===== config.mk =====
export PLATFORM = sky130hd
export DESIGN_NAME = mc_ctrl
export DESIGN_NICKNAME = d
export VERILOG_FILES = /design/src/rtl/mc_ctrl.sv
export SDC_FILE = /design/constraint.sdc
export NUM_CORES = 1
export LEC_CHECK = 0
export BUFFER_PORTS_ARGS = -buffer_cell sky130_fd_sc_hd__buf_2
export CELL_PAD_IN_SITES_DETAIL_PLACEMENT = 1
export CELL_PAD_IN_SITES_GLOBAL_PLACEMENT = 1
export CORE_MARGIN = 4
export CORE_UTILIZATION = 27
export CTS_CLUSTER_DIAMETER = 60
export DETAILED_ROUTE_END_ITERATION = 8
export GPL_ROUTABILITY_DRIVEN = 0
export PLACE_DENSITY = 0.87
export SETUP_SLACK_MARGIN = 0.5
export SYNTH_ARGS = -nofsm -noshare
export SYNTH_HDL_FRONTEND = slang
export SYNTH_SLANG_ARGS = --single-unit

===== constraint.sdc =====
create_clock -name clk -period 1.8 [get_ports clk]
set_clock_uncertainty 0.2 [all_clocks]
set_input_delay 0.09 -clock clk [delete_from_list [all_inputs] [get_ports clk]]
set_output_delay 0.09 -clock clk [all_outputs]
set_load 0.01 [all_outputs]

===== src/rtl/mc_ctrl.sv =====
// Multicycle MIPS control unit: IDLE/FETCH/DECODE/EXEC/MEM/WB sequencer with memory wait timeout.
// Optional jal/jr support is enabled by defining MC_CTRL_JAL_EN.
module mc_ctrl #(
  parameter int ALUOP_W = 4,
  parameter int TIMEOUT = 0
) (
  input  logic               clk,
  input  logic               rstn,
  input  logic [5:0]         Op,
  input  logic [5:0]         Funct,
  input  logic               Zero,
  input  logic               mem_ready,
  output logic               mem_req,
  output logic               MemRead,
  output logic               MemWrite,
  output logic               PCWrite,
  output logic               IRWrite,
  output logic               RegWrite,
  output logic               EXTOp,
  output logic               ALUSrc,
  output logic [ALUOP_W-1:0] ALUOp,
  output logic [1:0]         NPCOp,
  output logic [1:0]         GPRSel,
  output logic [1:0]         WDSel,
  output logic [2:0]         state_o,
  output logic               illegal,
  output logic               mem_err
);

  typedef enum logic [2:0] {
    S_IDLE   = 3'd0,
    S_FETCH  = 3'd1,
    S_DECODE = 3'd2,
    S_EXEC   = 3'd3,
    S_MEM    = 3'd4,
    S_WB     = 3'd5
  } state_t;

  localparam logic [5:0] OP_R = 6'h00, OP_J = 6'h02, OP_JAL = 6'h03, OP_BEQ = 6'h04;
  localparam logic [5:0] OP_ADDI = 6'h08, OP_ANDI = 6'h0c, OP_ORI = 6'h0d;
  localparam logic [5:0] OP_LW = 6'h23, OP_SW = 6'h2b;
  localparam logic [5:0] F_JR = 6'h08, F_ADD = 6'h20, F_ADDU = 6'h21, F_SUB = 6'h22, F_SUBU = 6'h23;
  localparam logic [5:0] F_AND = 6'h24, F_OR = 6'h25, F_SLT = 6'h2a, F_SLTU = 6'h2b;

  localparam int CNT_W = (TIMEOUT > 0) ? $clog2(TIMEOUT + 1) : 1;
  localparam logic [CNT_W-1:0] CNT_LAST = CNT_W'((TIMEOUT > 0) ? TIMEOUT - 1 : 0);

  state_t           state, state_n;
  logic [CNT_W-1:0] wait_cnt;

  // 3-bit ALU operation code; 0 marks an opcode/funct with no ALU meaning
  function automatic logic [2:0] alu_code(input logic [5:0] op, input logic [5:0] fn);
    logic [2:0] code;
    code = 3'd0;
    if (op == OP_R) begin
      case (fn)
        F_ADD, F_ADDU: code = 3'd1;
        F_SUB, F_SUBU: code = 3'd2;
        F_AND:         code = 3'd3;
        F_OR:          code = 3'd4;
        F_SLT:         code = 3'd5;
        F_SLTU:        code = 3'd6;
        default:       code = 3'd0;
      endcase
    end else begin
      case (op)
        OP_ADDI, OP_LW, OP_SW: code = 3'd1;
        OP_BEQ:                code = 3'd2;
        OP_ANDI:               code = 3'd3;
        OP_ORI:                code = 3'd4;
        default:               code = 3'd0;
      endcase
    end
    return code;
  endfunction

  logic is_r, r_ok, is_imm, is_lw, is_sw, is_beq, is_j, is_jal, is_jr, legal;
  logic waiting, timeout_hit;

  assign is_r   = (Op == OP_R);
  assign r_ok   = is_r && (alu_code(Op, Funct) != 3'd0);
  assign is_imm = (Op == OP_ADDI) || (Op == OP_ORI) || (Op == OP_ANDI);
  assign is_lw  = (Op == OP_LW);
  assign is_sw  = (Op == OP_SW);
  assign is_beq = (Op == OP_BEQ);
  assign is_j   = (Op == OP_J);
`ifdef MC_CTRL_JAL_EN
  assign is_jal = (Op == OP_JAL);
  assign is_jr  = is_r && (Funct == F_JR);
`else
  assign is_jal = 1'b0;
  assign is_jr  = 1'b0;
`endif
  assign legal = r_ok || is_imm || is_lw || is_sw || is_beq || is_j || is_jal || is_jr;

  // Derived from state directly so the timeout never loops through mem_req
  assign waiting     = ((state == S_FETCH) || (state == S_MEM)) && !mem_ready;
  assign timeout_hit = (TIMEOUT != 0) && waiting && (wait_cnt == CNT_LAST);

  always_ff @(posedge clk or negedge rstn) begin
    if (!rstn) begin
      state    <= S_IDLE;
      wait_cnt <= '0;
    end else begin
      state <= state_n;
      if ((state_n != state) || !waiting || timeout_hit)
        wait_cnt <= '0;
      else
        wait_cnt <= wait_cnt + CNT_W'(1);
    end
  end

  always_comb begin
    state_n  = state;
    mem_req  = 1'b0;
    MemRead  = 1'b0;
    MemWrite = 1'b0;
    PCWrite  = 1'b0;
    IRWrite  = 1'b0;
    RegWrite = 1'b0;
    EXTOp    = 1'b0;
    ALUSrc   = 1'b0;
    ALUOp    = '0;
    NPCOp    = 2'b00;
    GPRSel   = 2'b00;
    WDSel    = 2'b00;
    illegal  = 1'b0;
    mem_err  = 1'b0;
    if ((state == S_EXEC) || (state == S_MEM) || (state == S_WB)) begin
      ALUOp  = ALUOP_W'(alu_code(Op, Funct));
      ALUSrc = is_imm || is_lw || is_sw;
      EXTOp  = (Op == OP_ADDI) || is_lw || is_sw;
    end
    case (state)
      S_IDLE: state_n = S_FETCH;
      S_FETCH: begin
        mem_req = 1'b1;
        if (mem_ready) begin
          IRWrite = 1'b1;
          PCWrite = 1'b1;
          state_n = S_DECODE;
        end else if (timeout_hit) begin
          mem_err = 1'b1;
        end
      end
      S_DECODE: begin
        state_n = S_FETCH;
        if (is_j) begin
          PCWrite = 1'b1;
          NPCOp   = 2'b10;
        end else if (is_jal) begin
          PCWrite  = 1'b1;
          NPCOp    = 2'b10;
          RegWrite = 1'b1;
          GPRSel   = 2'b10;
          WDSel    = 2'b10;
        end else if (is_jr) begin
          PCWrite = 1'b1;
          NPCOp   = 2'b11;
        end else if (!legal) begin
          illegal = 1'b1;
        end else begin
          state_n = S_EXEC;
        end
      end
      S_EXEC: begin
        if (is_beq) begin
          PCWrite = Zero;
          NPCOp   = 2'b01;
          state_n = S_FETCH;
        end else if (is_lw || is_sw) begin
          state_n = S_MEM;
        end else begin
          state_n = S_WB;
        end
      end
      S_MEM: begin
        mem_req  = 1'b1;
        MemRead  = is_lw;
        MemWrite = is_sw;
        if (mem_ready) begin
          state_n = is_lw ? S_WB : S_FETCH;
        end else if (timeout_hit) begin
          mem_err = 1'b1;
          state_n = S_FETCH;
        end
      end
      S_WB: begin
        RegWrite = 1'b1;
        GPRSel   = is_r ? 2'b00 : 2'b01;
        WDSel    = is_lw ? 2'b01 : 2'b00;
        state_n  = S_FETCH;
      end
      default: state_n = S_IDLE;
    endcase
  end

  assign state_o = state;

endmodule


* Yosys cells after proc, flatten, opt, wreduce, memory -nomap -nowiden
Index checks and enable logic that the tools add are counted.
** Operators by class
- Add/sub/neg operators :: 0
- $mul :: 0
- Divide/modulo/power cells :: 0
- $lt $le $gt $ge :: 0
- Eq/ne operators :: 22
- Shift-type cells :: 0
- Multiplexer cells :: 33
- Bitwise logic cells :: 0
- Reductions and logical operators :: 24
** Operators with widths (number)
- equality test 6 bit, second input constant :: 10
- two-way mux 1 bit :: 19
- equality test 6 x 4 -> 1 bit, second input constant :: 3
- two-way mux 3 bit :: 6
- one-hot mux 3 bit (6 select lines) :: 1
- one-hot mux 3 bit (5 select lines) :: 1
- logical OR 1 bit :: 14
- one-hot mux 3 bit (4 select lines) :: 1
- OR reduction 2 bit :: 4
- equality test 3 x 2 -> 1 bit, second input constant :: 2
- equality test 3 bit, second input constant :: 2
- equality test 6 x 2 -> 1 bit, second input constant :: 1
- equality test 6 x 3 -> 1 bit, second input constant :: 1
- logical NOT 6 bit :: 1
- two-way mux 2 bit :: 3
- != test 2 bit, second input constant :: 2
- one-hot mux 2 bit (2 select lines) :: 1
- equality test 3 x 1 -> 1 bit, second input constant :: 1
- logical NOT 3 bit :: 1
- one-hot mux 1 bit (3 select lines) :: 1
- nonzero test 3 bit :: 1
- OR reduction 3 bit :: 1
- AND reduction 2 bit :: 1
- logical AND 1 bit :: 1
** Storage, ports and cells
- Flip-flop bits (word level) :: 3
- Latch bits :: 0
- Memory bits (writable) :: 0
- Bits in read-only memories :: 0
- Output and inout bits :: 23
- Word-level logic and storage cells :: 80
- Memories :: 0

* Depth between registers and ports, before layout
Gate-level depths: netlist (run 1).
- Depth after elaboration :: 14
- Mapped depth :: 5
- Mapped depth without buffers :: 4

* Least setup slack after synthesis (run 1)
Ideal clock, no wire load.
- Path kind :: in2out
- From :: input port Op[4]
- To :: output port PCWrite
- Arrival :: 1.489 ns
- Required time :: 1.510 ns
- Setup slack :: 0.021 ns
- Stages :: 5
- Buffers on the path :: 1
- Path through :: buf_6 or3_4 or4b_4 nor3_4 or3_1
** On the way
- Cells in the longest elaborated chain, start to end :: 3
** RTL lines
- start, declared :: RTL line 9 : input logic [5:0] Op,
- equality test 6 x 3 -> 1 bit / equality test 6 x 2 -> 1 bit (equally long branches) :: RTL line 85, 86
- two-way mux 1 bit, on equally long branches :: RTL line 167, 148
- one-hot mux 1 bit (3 select lines) * :: RTL line 134 : case (state)
- end, declared :: RTL line 16 : output logic PCWrite,
Every way passes the cells marked *; elsewhere a longest branch is shown, timed or not.

* Worst setup path in the final report (run 1)
- From :: input port Op[3]
- To :: output port PCWrite
The elaborated chain is that of the path after synthesis.

==> metrics list, run 1 <==
* Max H-tree Level: 1
- The slowest stage of the critical path belongs to the cell sky130_fd_sc_hd__or4b_4.
- Pins over their slew limit: 0
- For this run, the total global-route usage over all layers was measured as 18.0%.
* Share of the cycle needed by the critical path after routing: 102%
- Row Count: 16
* First-pass GRT wire length: 4480 µm
- The top cell types in the final layout, fill and taps aside, are sky130_fd_sc_hd__buf_2, sky130_fd_sc_hd__buf_6, sky130_fd_sc_hd__buf_4.
* Endpoint arrival time on the critical path: 1.55 ns
- The most critical setup path has its endpoint at PCWrite.
* Initial Utilization: 29.5%
- Die extent in x: 55.3 µm
* Detailed-route wire length: 3380 µm
- Warnings from Yosys: 0
* Final worst hold slack: 0.0634 ns
* Fmax: 0.543 GHz
* Post-detail-place hpwl: 1820 µm
- Setup violations remaining at the end of the flow were counted as 2.
- Detailed-route wire length per cell: 19.6 µm
- Via density per instance: 5.52
- Clock slew at the register clock pins of the worst setup and hold paths: 0.04 ns
- Total gr overflow: 0
* Most common cell after layout, fill and taps aside: sky130_fd_sc_hd__buf_2
- The cell area that synthesis handed to floorplanning was 603 µm².
- Placed cell count: 149
- Area added between synthesis and finish: 119%
* Setup repair after global routing missed its margin: yes
* TritonCTS clock tree: done
* Cell type contributing the most total cell area after synthesis: sky130_fd_sc_hd__dfrtp_1
- For the worst-skew pair, the clock arrives at the later sink with an insertion delay of 0.23 ns.
* Die ar.: 3050 µm²
- Synth Area in Compound Gates: 22.4%
* Worst-path cell chain: buf_6 > or3_4 > or4b_4 > nor3_4 > or3_4 > buf_6
- Antenna Violating Nets Remaining: 0
* Syn avg cell area: 6.85 µm²
* Time the worst path needs with I/O delays and setup: 1.84 ns
- The first TritonRoute pass finished after 6 iterations.
- Main combinational cell family by area after synthesis: simple AND/OR/NAND/NOR gates
* Flip-flop count of the largest register after layout: 3
* Worst Reg-to-Reg Cells: 5
- The checks that failed: negative setup slack.
- Floorplan Core Area: 2040 µm²
- DRC violations left: 0
* Destination of the worst register-to-register timing path: state_o[1]$_DFFE_PN0P_
- In this run the worst setup path begins at Op[3].
- Pin count of the biggest net entering global routing: 14
* Number of antenna repair diodes: 0
- For this run, the register share of the synthesized area comes to 12.4%.
- Ranked by total cell area, the synthesized netlist is headed by sky130_fd_sc_hd__dfrtp_1, sky130_fd_sc_hd__nor3_1, sky130_fd_sc_hd__buf_4.
- Setup slack on the worst reg-to-reg path comes out at 0.38 ns.
- Layout filler cell count: 238
- Setup ws final: -0.0429 ns
- The die is 55.3 µm tall.
* Worst setup SP type: primary input
- After the last flow step, the layout net total stands at 163.
* IO Count: 39
- Required time worst endpoint: 1.51 ns
* Maximum buffer depth of the clock tree: 2
* Via count of the first global-routing pass: 902
* Flip-flop and latch count after synthesis: 3
- After Yosys synthesis, XOR and XNOR cells account for 1.45% of the synthesized area.
* Multiplexer area fraction after synthesis: 0%
- Type of the most critical hold path: primary input to flop
* Count of unique library cells instantiated by Yosys: 38
- Syn Inst Count: 88
- The run finished, with violations left.
- Detailed routing inserted a total of 955 vias.
- Of the total synthesized cell area, the portion taken by AND, OR, NAND and NOR gates is 49.8%.
- Power spread over the standard cell area amounts to 1070 nW/µm².
- In this run the tool buffered the top-level ports with 34 buffer cells.
- Adder and majority gate portion of the synthesized area: 0%
* Number of antenna violations at the first check in global routing: 0
* Peak supply drop: 767 µV
- The share of synthesized area in the top cell type comes to 12.4%.
- Hold Vio Cnt, Final: 0
* Class of the most critical setup path: primary input to output port
- TritonCTS Sinks: 3
- Clock Tree Root: sky130_fd_sc_hd__clkbuf_4
- Initial DRC Count: 21
- Number of max-capacitance violations reported: 0
* Maximum fanout along the worst path: 2
- Buffers inserted during clock tree synthesis total 3.
* Endpoint kind of the worst setup timing path: output port
* Finished Layout Cells: 173
- In this run the critical register-to-register path is launched from state_o[1]$_DFFE_PN0P_.
* Proportion of layout cells with a drive suffix above 1: 69.2%
* Largest stage delay, worst path: 0.56 ns
* Leakage Power: 0.000616 µW
Yosys cell counts, drive strengths merged:
library cell	instances
o21ai	5
and3	2
and4	1
or3	3
or3b	1
nor2	7
or2	1
nand3b	1
nor3	9
conb	1
nor4b	2
buf	6
a21oi	5
clkbuf	4
nand3	2
o21bai	1
a31oi	1
dfrtp	3
a211oi	1
nand2	5
xnor2	1
o32a	1
a22oi	1
nor2b	4
or4b	2
inv	5
a21bo	1
nand4b	1
a22o	3
nand2b	2
nor4	3
o311a	1
nor3b	2
layout make-up:
class	count	area, µm²	share of cell area [%]
clock buffers	4	26.3	1.99
inverters	5	23.8	1.80
multi-input cells	73	671	50.8
flip-flops and latches	3	78.8	5.97
well taps	27	33.8	2.56
repair buffers	61	488	36.9
how the worst min path moves through the flow:
stage                                         to  cells past startpoint      start  slack, ns
after floorplan           state_o[0]$_DFFE_PN0P_                      0       rstn      -0.41
after global placement    state_o[2]$_DFFE_PN0P_                      1       rstn      -0.31
after detailed placement  state_o[1]$_DFFE_PN0P_                      1       rstn      -0.31
after CTS                 state_o[2]$_DFFE_PN0P_                      3  mem_ready       0.02
after global routing      state_o[2]$_DFFE_PN0P_                      3  mem_ready        0.1
final                     state_o[0]$_DFFE_PN0P_                      3  mem_ready       0.06
metrics by stage:
step                      area (µm²)  utilization (%)  TNS (ns)  setup slack, ns  power [µW]
after floorplan                  674                -         0           0.0943         496
after global placement           853             41.8   -0.0111          -0.0111         629
after detailed placement         853             41.8   -0.0592          -0.0592         654
after CTS                       1080             52.8   -0.0383          -0.0383        1020
after global routing            1320             64.7    -0.210          -0.0994        1490
final                           1320             64.7   -0.0710          -0.0429        1410
where the power goes:
part	leakage, µW	switching [µW]	internal, µW	total [µW]
combinational	0.000568	519	604	1120
clock	0.0000150	37.4	83.3	121
sequential	0.0000335	63.9	100	164
routing by layer:
| metal | vias to the layer above | share of wire [%] | global-route usage (%) |
|---|---|---|---|
| met1 | 465 | 38 | 19.9 |
| met2 | 49 | 53 | 34.5 |
| li1 | 431 | - | - |
| met4 | 0 | 3.3 | 2.78 |
| met5 | - | 0 | 0 |
| met3 | 10 | 5.5 | 4.66 |
what timing repair did:
action                     4_1_cts  5_1_grt
setup endpoints to repair       18       20
buffers inserted                10        8
pin swaps                       15       16
gates resized for setup         25       36
hold endpoints to repair         3        0
hold buffers                     2        0
worst max-delay path, delay by kind of cell:
kind / cells / cell delay (ns)
buffers and inverters: 2 / 0.19
and+or+nand+nor: 4 / 1.27
logic make-up (layout without fill, tap and decap cells):
logic type	count (synthesis)	in the layout
simple gates	48	48
buf+inv	15	70
other cells	1	4
flops	3	3
xor+xnor	1	1
compound gates	20	20
No activity file was read; power rests on OpenSTA's default activity.
==> run 2, diff against run 1 <==
--- a/config.mk
+++ b/config.mk
@@ -8,11 +8,12 @@
 export BUFFER_PORTS_ARGS = -buffer_cell sky130_fd_sc_hd__buf_2
 export CELL_PAD_IN_SITES_DETAIL_PLACEMENT = 1
 export CELL_PAD_IN_SITES_GLOBAL_PLACEMENT = 1
-export CORE_MARGIN = 4
+export CORE_MARGIN = 1
 export CORE_UTILIZATION = 27
 export CTS_CLUSTER_DIAMETER = 60
 export DETAILED_ROUTE_END_ITERATION = 8
 export GPL_ROUTABILITY_DRIVEN = 0
+export GPL_TIMING_DRIVEN = 0
 export PLACE_DENSITY = 0.87
 export SETUP_SLACK_MARGIN = 0.5
 export SYNTH_ARGS = -nofsm -noshare
==> run 2 against run 1 <==
Net effect:
- register-to-register slack got worse by 0.07 ns
- worst hold slack got worse by 0.042 ns
- clock power about the same
- the run still ends with negative setup slack left
- largest cell class unchanged
- setup slack improved by 0.019 ns
- via count decreased by 5.1%
- sequential power decreased by 21%
- non-clock buffer count unchanged
- sequential share of layout area increased by 0.46 points
- count of clock-buffer cells in the layout unchanged
- global-route usage increased by 3.9 points
- sequential cell count unchanged
- combinational power decreased by 20%
==> metrics list, run 2 (synthesis results as in run 1) <==
* Run status: finished with violations
* Violations in the final reports: negative setup slack
- Transition time at the pin with the least slew margin: 0.504 ns
- The fraction of the core area covered by cells at the end of the flow came to 58.7% (-6.0 points).
* Clock Tree Root: sky130_fd_sc_hd__clkbuf_4
- The share of total power in combinational logic was 78.2% (-1.6 points).
- Clock slew at the register clock pins of the worst setup and hold paths: 0.04 ns (about the same)
* Row Count: 16 (unchanged)
- The remaining antenna violation count was 0 (unchanged).
* Class of the most critical setup path: flop to output port
- Post-detail-place hpwl: 1590 µm (-13%)
- Setup ws final: -0.0239 ns (+0.0189 ns)
- Post-placement worst setup slack: -0.0988 ns (-0.0397 ns)
- Most common cell after layout, fill and taps aside: sky130_fd_sc_hd__buf_2
- The placed cell area is 863 µm² (+1.2%).
* Global-route usage over all layers: 21.9% (+3.9 points)
* Power per standard cell area: 969 nW/µm² (-9.1%)
- Via Count: 906 (-5.1%)
- Fmax: 0.548 GHz (+1.0%)
- The final net count is 163 (unchanged).
- The area of the multi-input gates came to 592 µm² (-12%).
* Net switching component of the power: 516 µW (-17%)
* Setup repair after global routing missed its margin: yes
- The flip-flop count of the largest register, all copies and words added came to 3 (unchanged).
* Die ar.: 2430 µm² (-21%)
- The count of pins over their slew limit came to 0 (unchanged).
- The per-cell via count in the routed design was 5.24 (-5.1%).
* Type of the most critical hold path: primary input to flop
- Initial Utilization: 29.8% (+0.29 points)
- Power share of the clock group: 10.5% (+1.9 points)
* Max H-tree Level: 1 (unchanged)
- Leakage Power: 0.000576 µW (-6.5%)
- Peak supply drop: 509 µV (-34%)
- Hold Vio Cnt, Final: 0 (unchanged)
- Pin count of the biggest net entering global routing: 11 (-3)
- Fin area: 1190 µm² (-10%)
- Cell-internal power: 636 µW (-19%)
- Share of the cycle needed by the critical path after routing: 101% (-1.1 points)
- Detailed-route wire length: 2690 µm (-21%)
- The global-route wire length before repair is 4070 µm (-9.1%).
* TritonCTS Sinks: 3 (unchanged)
- The via count of the first global-routing pass was 907 (+0.55%).
- The number of antenna violations at the first check in global routing is 0 (unchanged).
- The reported max-cap violation count is 0 (unchanged).
- Detailed Routing Iterations Pass 1: 4 (-2)
- The die extent in y came to 49.3 µm (-11%).
- Leaving out fill and tap cells, the most frequent cells in the layout are sky130_fd_sc_hd__buf_2, sky130_fd_sc_hd__buf_4, sky130_fd_sc_hd__buf_6.
- The number of port buffers came to 31 (-8.8%).
- Detailed-route wire length per cell: 15.5 µm (-21%)
- Setup violators final: 1 (-1)
- Maximum fanout along the worst path: 6 (+4)
- The core outline area was 2020 µm² (-0.98%).
- Initial DRC Count: 8 (-62%)
- Inserted Clock Buffers: 3 (unchanged)
- The top-level port count was 39 (unchanged).
* Worst slew slack as a fraction of its limit: 66.4%
* Endpoint arrival time on the critical path: 1.53 ns (-0.02 ns)
- Proportion of layout cells with a drive suffix above 1: 61.0% (-8.2 points)
* Number of antenna repair diodes: 0 (unchanged)
- Time the worst path needs with I/O delays and setup: 1.82 ns (-0.0189 ns)
- Worst setup SP type: flop
- The switching share of total power is 44.8% (+0.71 points).
* Endpoint kind of the worst setup timing path: output port
- TritonCTS clock tree: done
- Clock insertion delay at the later pin of the skew report: 0.24 ns (about the same)
- Die extent in x: 49.3 µm (-11%)
* Area added between synthesis and finish: 96.9%
- The area taken by flip-flops and latches came to 76.3 µm² (-3.2%).
* Layout filler cell count: 267 (+12%)
- Required time worst endpoint: 1.51 ns (about the same)
* Maximum buffer depth of the clock tree: 2 (unchanged)
* DRC violations left: 0 (unchanged)
- Share of power burned in registers: 11.3% (-0.4 points)
* Total gr overflow: 0 (unchanged)
## run 2: worst paths after layout
path                                     endpoint  slack [ns]  cells after the start                   start
hold / removal             state_o[0]$_DFFE_PN0P_        0.02                      3               mem_ready
setup / recovery                          PCWrite       -0.02                      6  state_o[0]$_DFFE_PN0P_
setup reg to reg           state_o[1]$_DFFE_PN0P_        0.31                      4  state_o[0]$_DFFE_PN0P_
hold reg to reg            state_o[1]$_DFFE_PN0P_        0.51                      3  state_o[2]$_DFFE_PN0P_
max in group asynchronous  state_o[1]$_DFFE_PN0P_        0.72                      3                    rstn
min in group asynchronous  state_o[0]$_DFFE_PN0P_        0.52                      3                    rstn
## run 2: layer usage
layer / global-route usage (%) / part of all wire [%]
met5: 0 / 0
met4: 7.35 / 0.93
met3: 2.18 / 4.0
met2: 42.0 / 56
met1: 24.4 / 39
## run 2: power groups by stage
stage	sequential [µW]	clock [µW]	combinational (µW)
floorplan	134	0	362
global placement	121	0	525
detailed placement	123	0	545
CTS	125	122	727
global route	133	125	946
finish	130	121	900
## run 2: layout make-up
type	count	share of cell area, %
buffer	10	7.17
tap	27	2.85
multi-input combinational	73	49.8
inverter	5	2.00
timing repair buffer	51	29.5
clock buffer	4	2.21
sequential	3	6.43
## run 2: what timing repair did
item,4_1_cts,5_1_grt
endpoints found under the setup margin,18,20
hold buffers,2,0
setup buffers,10,8
gates resized for setup,24,11
pin swaps,12,10
endpoints found under the hold margin,3,0
## run 2: stage by stage
| stage | std cells | total power, µW | hold slack (ns) | TNS (ns) |
|---|---|---|---|---|
| 2_1_floorplan | 91 | 496 | -0.406 | 0 |
| 3_3_place_gp | 149 | 646 | -0.316 | -0.269 |
| 3_5_place_dp | 149 | 668 | -0.312 | -0.269 |
| 4_1_cts | 165 | 974 | 0.00934 | -0.00960 |
| 5_1_grt | 173 | 1200 | 0.0352 | -0.0500 |
| 6_report | 173 | 1150 | 0.0212 | -0.0239 |
## run 2: worst max-delay path: stages (launching register included)
cell and delay, ns:
sky130_fd_sc_hd__dfrtp_1 0.39, sky130_fd_sc_hd__buf_8 0.14, sky130_fd_sc_hd__nand2_4 0.06, sky130_fd_sc_hd__nor2_4 0.04
sky130_fd_sc_hd__and4_4 0.18, sky130_fd_sc_hd__or3_4 0.36, sky130_fd_sc_hd__buf_6 0.13
